## config.mk

```make
export PLATFORM = sky130hd
export DESIGN_NAME = gsensor_spi_sequencer
export DESIGN_NICKNAME = d
export VERILOG_FILES = /design/src/rtl/gsensor_spi_sequencer.sv
export SDC_FILE = /design/constraint.sdc
export NUM_CORES = 1
export LEC_CHECK = 0
export BUFFER_PORTS_ARGS = -buffer_cell sky130_fd_sc_hd__buf_2
export CORE_UTILIZATION = 31
export CTS_CLUSTER_SIZE = 24
export DETAILED_ROUTE_END_ITERATION = 8
export SLEW_MARGIN = 20
export SYNTH_ARGS = -nofsm -noshare
export SYNTH_HDL_FRONTEND = slang
export SYNTH_SLANG_ARGS = --single-unit
export TNS_END_PERCENT = 100
```

## constraint.sdc

```tcl
create_clock -name iCLK -period 4.2 [get_ports iCLK]
set_clock_uncertainty 0.05 [all_clocks]
set_input_delay 0.21 -clock iCLK [delete_from_list [all_inputs] [get_ports iCLK]]
set_output_delay 0.21 -clock iCLK [all_outputs]
set_load 0.05 [all_outputs]
```

## src/rtl/gsensor_spi_sequencer.sv

```systemverilog
// ADXL345-style sequencer: configures the sensor once, then serves host register accesses and 6-byte sample reads.
// Optional GSENSOR_POLL_TIMER_EN macro adds a periodic poll trigger alongside the INT2 interrupt.
module gsensor_spi_sequencer #(
   parameter logic [15:0] START_DLY = 16'd2000,
   parameter logic [15:0] POLL_DIV  = 16'd40000
) (
   input  logic        iCLK,
   input  logic        iRST,
   input  logic        iG_INT2,
   input  logic        iHOST_REQ,
   input  logic        iHOST_WR,
   input  logic [5:0]  iHOST_ADDR,
   input  logic [7:0]  iHOST_WDATA,
   output logic        oHOST_ACK,
   output logic [7:0]  oHOST_RDATA,
   output logic        oCMD_VALID,
   output logic        oCMD_WR,
   output logic [5:0]  oCMD_ADDR,
   output logic [7:0]  oCMD_WDATA,
   input  logic        iCMD_READY,
   input  logic        iRSP_VALID,
   input  logic [7:0]  iRSP_DATA,
   output logic [15:0] oDATA_X,
   output logic [15:0] oDATA_Y,
   output logic [15:0] oDATA_Z,
   output logic        oSAMPLE_VALID,
   output logic        oCFG_DONE,
   output logic        oOVERRUN
);

   typedef enum logic [2:0] {
      WAIT_START = 3'd0,
      CFG_ISSUE  = 3'd1,
      CFG_WAIT   = 3'd2,
      IDLE       = 3'd3,
      HOST_ISSUE = 3'd4,
      HOST_WAIT  = 3'd5,
      RD_ISSUE   = 3'd6,
      RD_WAIT    = 3'd7
   } state_t;

   // Configuration write table: {register address, value}.
   function automatic logic [13:0] cfg_entry(input logic [2:0] idx);
      logic [13:0] e;
      case (idx)
         3'd0:    e = {6'h31, 8'h40};
         3'd1:    e = {6'h2C, 8'h09};
         3'd2:    e = {6'h2F, 8'h80};
         3'd3:    e = {6'h2E, 8'h80};
         3'd4:    e = {6'h2D, 8'h08};
         default: e = 14'd0;
      endcase
      return e;
   endfunction

   state_t      state_q, state_d;
   logic [15:0] dly_cnt_q, dly_cnt_d;
   logic [2:0]  cfg_idx_q, cfg_idx_d;
   logic [2:0]  byte_idx_q, byte_idx_d;
   logic [2:0]  int_sync_q;
   logic        pend_q, pend_d;
   logic        overrun_q, overrun_d;
   logic        cmd_valid_q, cmd_valid_d;
   logic        cmd_wr_q, cmd_wr_d;
   logic [5:0]  cmd_addr_q, cmd_addr_d;
   logic [7:0]  cmd_wdata_q, cmd_wdata_d;
   logic        host_wr_q, host_wr_d;
   logic        host_ack_q, host_ack_d;
   logic [7:0]  host_rdata_q, host_rdata_d;
   logic [7:0]  shadow_q [0:4];
   logic [7:0]  shadow_d [0:4];
   logic [15:0] data_x_q, data_x_d;
   logic [15:0] data_y_q, data_y_d;
   logic [15:0] data_z_q, data_z_d;
   logic        sample_valid_q, sample_valid_d;
   logic        cfg_done_q, cfg_done_d;

   logic        accept_s;
   logic        pend_clr_s;
   logic        int_edge_s;
   logic        trig_s;

   assign accept_s   = cmd_valid_q & iCMD_READY;
   assign int_edge_s = int_sync_q[1] & ~int_sync_q[2];

`ifdef GSENSOR_POLL_TIMER_EN
   logic [15:0] poll_cnt_q;
   logic        poll_tick_s;

   assign poll_tick_s = cfg_done_q & (poll_cnt_q == (POLL_DIV - 16'd1));
   assign trig_s      = cfg_done_q & (int_edge_s | poll_tick_s);

   // Free-running poll period counter, held at zero until configuration completes.
   always_ff @(posedge iCLK or posedge iRST) begin
      if (iRST) begin
         poll_cnt_q <= 16'd0;
      end else if (!cfg_done_q || poll_tick_s) begin
         poll_cnt_q <= 16'd0;
      end else begin
         poll_cnt_q <= poll_cnt_q + 16'd1;
      end
   end
`else
   logic poll_div_unused_s;

   assign poll_div_unused_s = ^POLL_DIV;
   assign trig_s            = cfg_done_q & int_edge_s;
`endif

   // INT2 synchroniser; bit 2 keeps the previous synchronised level for edge detection.
   always_ff @(posedge iCLK or posedge iRST) begin
      if (iRST) begin
         int_sync_q <= 3'b000;
      end else begin
         int_sync_q <= {int_sync_q[1:0], iG_INT2};
      end
   end

   // Single-entry pending request; a trigger that finds it still occupied is a lost sample.
   always_comb begin
      pend_d    = pend_q;
      overrun_d = overrun_q;
      if (trig_s) begin
         pend_d = 1'b1;
         if (pend_q && !pend_clr_s) begin
            overrun_d = 1'b1;
         end else begin
            overrun_d = overrun_q;
         end
      end else if (pend_clr_s) begin
         pend_d = 1'b0;
      end else begin
         pend_d = pend_q;
      end
   end

   // Sequencer next-state and registered-output logic.
   always_comb begin
      state_d        = state_q;
      dly_cnt_d      = dly_cnt_q;
      cfg_idx_d      = cfg_idx_q;
      byte_idx_d     = byte_idx_q;
      pend_clr_s     = 1'b0;
      cmd_valid_d    = cmd_valid_q;
      cmd_wr_d       = cmd_wr_q;
      cmd_addr_d     = cmd_addr_q;
      cmd_wdata_d    = cmd_wdata_q;
      host_wr_d      = host_wr_q;
      host_ack_d     = 1'b0;
      host_rdata_d   = host_rdata_q;
      shadow_d       = shadow_q;
      data_x_d       = data_x_q;
      data_y_d       = data_y_q;
      data_z_d       = data_z_q;
      sample_valid_d = 1'b0;
      cfg_done_d     = cfg_done_q;

      case (state_q)
         WAIT_START: begin
            if (({1'b0, dly_cnt_q} + 17'd1) >= {1'b0, START_DLY}) begin
               state_d                   = CFG_ISSUE;
               cfg_idx_d                 = 3'd0;
               cmd_valid_d               = 1'b1;
               cmd_wr_d                  = 1'b1;
               {cmd_addr_d, cmd_wdata_d} = cfg_entry(3'd0);
            end else begin
               dly_cnt_d = dly_cnt_q + 16'd1;
            end
         end
         CFG_ISSUE: begin
            if (accept_s) begin
               cmd_valid_d = 1'b0;
               state_d     = CFG_WAIT;
            end else begin
               state_d = CFG_ISSUE;
            end
         end
         CFG_WAIT: begin
            if (iRSP_VALID) begin
               if (cfg_idx_q == 3'd4) begin
                  state_d    = IDLE;
                  cfg_done_d = 1'b1;
               end else begin
                  state_d                   = CFG_ISSUE;
                  cfg_idx_d                 = cfg_idx_q + 3'd1;
                  cmd_valid_d               = 1'b1;
                  cmd_wr_d                  = 1'b1;
                  {cmd_addr_d, cmd_wdata_d} = cfg_entry(cfg_idx_q + 3'd1);
               end
            end else begin
               state_d = CFG_WAIT;
            end
         end
         IDLE: begin
            // The ack cycle is skipped so a host still holding its request is not served twice.
            if (iHOST_REQ && !host_ack_q) begin
               state_d     = HOST_ISSUE;
               host_wr_d   = iHOST_WR;
               cmd_valid_d = 1'b1;
               cmd_wr_d    = iHOST_WR;
               cmd_addr_d  = iHOST_ADDR;
               cmd_wdata_d = iHOST_WDATA;
            end else if (pend_q) begin
               state_d     = RD_ISSUE;
               pend_clr_s  = 1'b1;
               byte_idx_d  = 3'd0;
               cmd_valid_d = 1'b1;
               cmd_wr_d    = 1'b0;
               cmd_addr_d  = 6'h32;
               cmd_wdata_d = 8'h00;
            end else begin
               state_d = IDLE;
            end
         end
         HOST_ISSUE: begin
            if (accept_s) begin
               cmd_valid_d = 1'b0;
               state_d     = HOST_WAIT;
            end else begin
               state_d = HOST_ISSUE;
            end
         end
         HOST_WAIT: begin
            if (iRSP_VALID) begin
               state_d    = IDLE;
               host_ack_d = 1'b1;
               if (!host_wr_q) begin
                  host_rdata_d = iRSP_DATA;
               end else begin
                  host_rdata_d = host_rdata_q;
               end
            end else begin
               state_d = HOST_WAIT;
            end
         end
         RD_ISSUE: begin
            if (accept_s) begin
               cmd_valid_d = 1'b0;
               state_d     = RD_WAIT;
            end else begin
               state_d = RD_ISSUE;
            end
         end
         RD_WAIT: begin
            if (iRSP_VALID) begin
               if (byte_idx_q == 3'd5) begin
                  state_d        = IDLE;
                  data_x_d       = {shadow_q[1], shadow_q[0]};
                  data_y_d       = {shadow_q[3], shadow_q[2]};
                  data_z_d       = {iRSP_DATA, shadow_q[4]};
                  sample_valid_d = 1'b1;
               end else begin
                  state_d              = RD_ISSUE;
                  shadow_d[byte_idx_q] = iRSP_DATA;
                  byte_idx_d           = byte_idx_q + 3'd1;
                  cmd_valid_d          = 1'b1;
                  cmd_wr_d             = 1'b0;
                  cmd_addr_d           = 6'h33 + {3'b000, byte_idx_q};
                  cmd_wdata_d          = 8'h00;
               end
            end else begin
               state_d = RD_WAIT;
            end
         end
         default: begin
            state_d     = WAIT_START;
            cmd_valid_d = 1'b0;
         end
      endcase
   end

   // State and output registers.
   always_ff @(posedge iCLK or posedge iRST) begin
      if (iRST) begin
         state_q        <= WAIT_START;
         dly_cnt_q      <= 16'd0;
         cfg_idx_q      <= 3'd0;
         byte_idx_q     <= 3'd0;
         pend_q         <= 1'b0;
         overrun_q      <= 1'b0;
         cmd_valid_q    <= 1'b0;
         cmd_wr_q       <= 1'b0;
         cmd_addr_q     <= 6'd0;
         cmd_wdata_q    <= 8'd0;
         host_wr_q      <= 1'b0;
         host_ack_q     <= 1'b0;
         host_rdata_q   <= 8'd0;
         for (int i = 0; i < 5; i++) begin
            shadow_q[i] <= 8'd0;
         end
         data_x_q       <= 16'd0;
         data_y_q       <= 16'd0;
         data_z_q       <= 16'd0;
         sample_valid_q <= 1'b0;
         cfg_done_q     <= 1'b0;
      end else begin
         state_q        <= state_d;
         dly_cnt_q      <= dly_cnt_d;
         cfg_idx_q      <= cfg_idx_d;
         byte_idx_q     <= byte_idx_d;
         pend_q         <= pend_d;
         overrun_q      <= overrun_d;
         cmd_valid_q    <= cmd_valid_d;
         cmd_wr_q       <= cmd_wr_d;
         cmd_addr_q     <= cmd_addr_d;
         cmd_wdata_q    <= cmd_wdata_d;
         host_wr_q      <= host_wr_d;
         host_ack_q     <= host_ack_d;
         host_rdata_q   <= host_rdata_d;
         shadow_q       <= shadow_d;
         data_x_q       <= data_x_d;
         data_y_q       <= data_y_d;
         data_z_q       <= data_z_d;
         sample_valid_q <= sample_valid_d;
         cfg_done_q     <= cfg_done_d;
      end
   end

   assign oCMD_VALID    = cmd_valid_q;
   assign oCMD_WR       = cmd_wr_q;
   assign oCMD_ADDR     = cmd_addr_q;
   assign oCMD_WDATA    = cmd_wdata_q;
   assign oHOST_ACK     = host_ack_q;
   assign oHOST_RDATA   = host_rdata_q;
   assign oDATA_X       = data_x_q;
   assign oDATA_Y       = data_y_q;
   assign oDATA_Z       = data_z_q;
   assign oSAMPLE_VALID = sample_valid_q;
   assign oCFG_DONE     = cfg_done_q;
   assign oOVERRUN      = overrun_q;

endmodule

```

==> qor.txt <==
Outcome -> completed
Final critical-path share of the clock period -> 0.747
Total power divided by cell area -> 716 nW/um^2
Via count of the routed design -> 4,411
Most frequent cells after synthesis -> 146 x sky130_fd_sc_hd__dfrtp_1, 105 x sky130_fd_sc_hd__mux2_2, 36 x sky130_fd_sc_hd__nand2_1
Tightest Pin Transition -> 0.833 ns
Top fanout value on the critical path -> 14
Reg2Reg Capture Point -> oCMD_WDATA[7]$_DFFE_PP0P_
Global-route wire length before repair -> 24,800 um
Ratio of cells with drive above 1 in the final layout -> 0.414
Synth Instances -> 505
WL/cell -> 16.7 um
CTS sink cnt -> 146
Synthesized area per cell -> 12.7 um^2
CP Launch Type -> flip-flop
Number of instances in the placed design -> 858
Remaining antenna violation count after routing -> 0
Diodes inserted -> 0
Capturing element of the worst setup path -> oCMD_WDATA[7]$_DFFE_PP0P_
Kind of critical path -> reg -> reg
Post-Synthesis Cell Area -> 6420 um^2
Main area contributors after synthesis -> sky130_fd_sc_hd__dfrtp_1 57%, sky130_fd_sc_hd__mux2_2 18%, sky130_fd_sc_hd__ha_1 2.3%
Post-Place Cell Area -> 7220 um^2
Setup crit end kind -> flip-flop
Dpl ws -> 1.08 ns
Initial antenna violation count -> 0
Count of synthesis-stage warnings from yosys -> 0
Leakage power summed over all cells -> 3.80 nW
Storage element area -> 3650 um^2
Area added between synthesis and finish -> 22.2%
Number of pins exceeding their max-slew limit in the final report -> 0
Unrepaired setup endpoints after global routing -> false
Die area -> 21,300 um^2
Number of distinct standard cells referenced by the synthesized netlist -> 54
Reg-to-reg slack, setup -> 1.06 ns
Final Core Density -> 0.387
GPL Wtd Cong -> 0.827
Io pins -> 105
Number of endpoints failing setup at the final stage -> 0
Total chip power -> 5.62 mW
WP data arrival -> 3.39 ns
Flip-flop and latch count after synthesis -> 146
Minimum setup slack in the final design -> 1.06 ns
Fmax -> 319 MHz
Total Neg Setup Slack -> 0 ns
Top_reg_cell synth -> sky130_fd_sc_hd__dfrtp_1
Final hold vios -> 0
Placeable Area -> 20,200 um^2
Wire length reported by the detailed router -> 14,900 um
Number of buffers added for setup after CTS -> 0
Initial drt markers -> 309
Clock Latency Late Sink -> 0.42 ns
Number of input and output port buffers inserted -> 104
Combined area of the multi-input logic cells -> 2580 um^2
Maximum resistive drop on vdd -> 475 uV
Max-cap viol count -> 0
Final cell area excluding filler cells -> 7840 um^2
CTS max path bufs -> 2
Share of synthesized flip-flops with an asynchronous set or reset -> 1.00
Global router's overall resource usage -> 0.150
Time the final worst path needs with I/O delays and setup -> 3.14 ns
Number of search-and-repair iterations in the first detailed-routing pass -> 5
Most used standard cell by instance count after synthesis -> sky130_fd_sc_hd__dfrtp_1
Starting Density -> 0.317
Max-Slew Margin vs Limit -> 0.443
Number of synthesized flops with an enable pin -> 0
CTS tree -> done
Sum of net half-perimeters after detailed placement -> 10,200 um
Area fraction of the dominant cell type after synthesis -> 0.569
Hold Path Class -> in -> reg
Final Non-Filler Cells -> 895
Number of fill cells -> 1,914
Reg2Reg Launch Point -> dly_cnt_q[0]$_DFFE_PP0P_
Proportion of synthesized chip area in sequential cells -> 0.569
Clock slew seen by the registers of the worst setup and hold paths -> 0.06 ns
CTS H-tree depth -> 4
Worst r2r path cells -> 7
Number of rows in the core area -> 52
Post-synthesis net count -> 546
Overflow left after global routing -> 0
Routed vias/inst -> 4.93
Number of buffers created by CTS -> 17
Die outline width -> 146 um
Required time at the endpoint of the critical path -> 4.45 ns
CP startpoint -> dly_cnt_q[0]$_DFFE_PP0P_
Clock root buffer master -> sky130_fd_sc_hd__clkbuf_16
Library cell with the largest summed area after synthesis -> sky130_fd_sc_hd__dfrtp_1
Vias in the first global route -> 4,693
Chip Height -> 146 um
Maximum number of pins on one net before global-route repair -> 118
DR DRC count -> 0
Worst Hold Slack -> 0.0875 ns
Final net count -> 655
## worst min path at each step
stage                    from                         to  slack (ns)  cells past startpoint
2_1_floorplan         iG_INT2    int_sync_q[0]$_DFF_PP0_        0.19                      0
3_3_place_gp          iG_INT2    int_sync_q[0]$_DFF_PP0_        0.27                      1
3_5_place_dp          iG_INT2    int_sync_q[0]$_DFF_PP0_        0.27                      1
4_1_cts                  iRST    oDATA_X[11]$_DFFE_PP0P_        0.03                      2
5_1_grt          iRSP_DATA[6]   shadow_q[30]$_DFFE_PP0P_        0.11                      2
6_report       iHOST_WDATA[7]  oCMD_WDATA[7]$_DFFE_PP0P_        0.09                      4
## power by group
group / internal [mW] / total [mW] / switching (mW) / leakage [nW]
Sequential: 1.85 / 2.17 / 0.320 / 1.92
Clock: 0.825 / 1.42 / 0.597 / 0.272
Combinational: 0.685 / 2.02 / 1.34 / 1.61
## kinds of logic (layout without fill, tap and decap cells)
logic type      count (synthesis)  after routing  synth area share
simple gates                  110            110            0.0893
xor+xnor                       13             13            0.0177
flops                         146            146             0.569
buf+inv                        46            166            0.0291
fa+ha+maj                      12             12            0.0234
compound gates                 63             63            0.0675
mux                           115            115             0.204
## layout by cell type (no fill, tap or decap), types with 4 or more instances in the layout
cell                            netlist  final
sky130_fd_sc_hd__mux2_2             105    105
sky130_fd_sc_hd__ha_1                12     12
sky130_fd_sc_hd__nor2_1              15     14
sky130_fd_sc_hd__a21oi_1             14     14
sky130_fd_sc_hd__clkbuf_16            0     17
sky130_fd_sc_hd__clkinv_2             0      4
sky130_fd_sc_hd__dfrtp_1            146    146
sky130_fd_sc_hd__inv_1               19     18
sky130_fd_sc_hd__mux2_4               5      5
sky130_fd_sc_hd__dlygate4sd3_1        0      7
sky130_fd_sc_hd__o21ai_0             18     18
sky130_fd_sc_hd__nor3_1               5      5
sky130_fd_sc_hd__clkinv_4             0      4
sky130_fd_sc_hd__nand2_1             36     36
sky130_fd_sc_hd__buf_4                0      6
sky130_fd_sc_hd__buf_2                5    104
sky130_fd_sc_hd__xnor2_1             12     12
sky130_fd_sc_hd__nand3_1             15     15
sky130_fd_sc_hd__and3_1               6      6
sky130_fd_sc_hd__mux2i_1              5      5
sky130_fd_sc_hd__nand4_1              8      8
sky130_fd_sc_hd__nand3b_1             4      4
## final cells by class
cell class,count,area share
clock buffers,18,0.0560
clock inverters,12,0.0140
inverters,19,0.0101
multi-input cells,313,0.330
flip-flops and latches,146,0.466
well taps,270,0.0431
repair buffers,117,0.0811
## layer usage
metal	track usage	up-vias	wire [um]
li1	-	2014	-
met5	0	-	0
met2	0.242	160	7180
met4	0.0626	0	259
met1	0.185	2214	6450
met3	0.0480	23	1050
## what timing repair did
action / 4_1_cts / 5_1_grt
endpoints found under the hold margin: 6 / 59
resized for setup: 0 / 0
hold buffers: 6 / 1
## worst max-delay path, stage by stage, from the launching register on
cell	delay, ns
sky130_fd_sc_hd__dfrtp_1	0.54
sky130_fd_sc_hd__ha_1	0.30
sky130_fd_sc_hd__nand4_1	0.20
sky130_fd_sc_hd__nor2_1	0.22
sky130_fd_sc_hd__a2111oi_0	0.14
sky130_fd_sc_hd__o2111a_2	0.40
sky130_fd_sc_hd__a211oi_4	0.76
sky130_fd_sc_hd__mux2_2	0.41
## sequential cells by signal (all words and copies together), names as in the netlist, 6 cells and up
signal	cells
shadow_q	40
oCMD_ADDR	6
oCMD_WDATA	8
oDATA_Y	16
oDATA_Z	16
dly_cnt_q	16
oHOST_RDATA	8
oDATA_X	16
(Power assumes the default switching activity.)
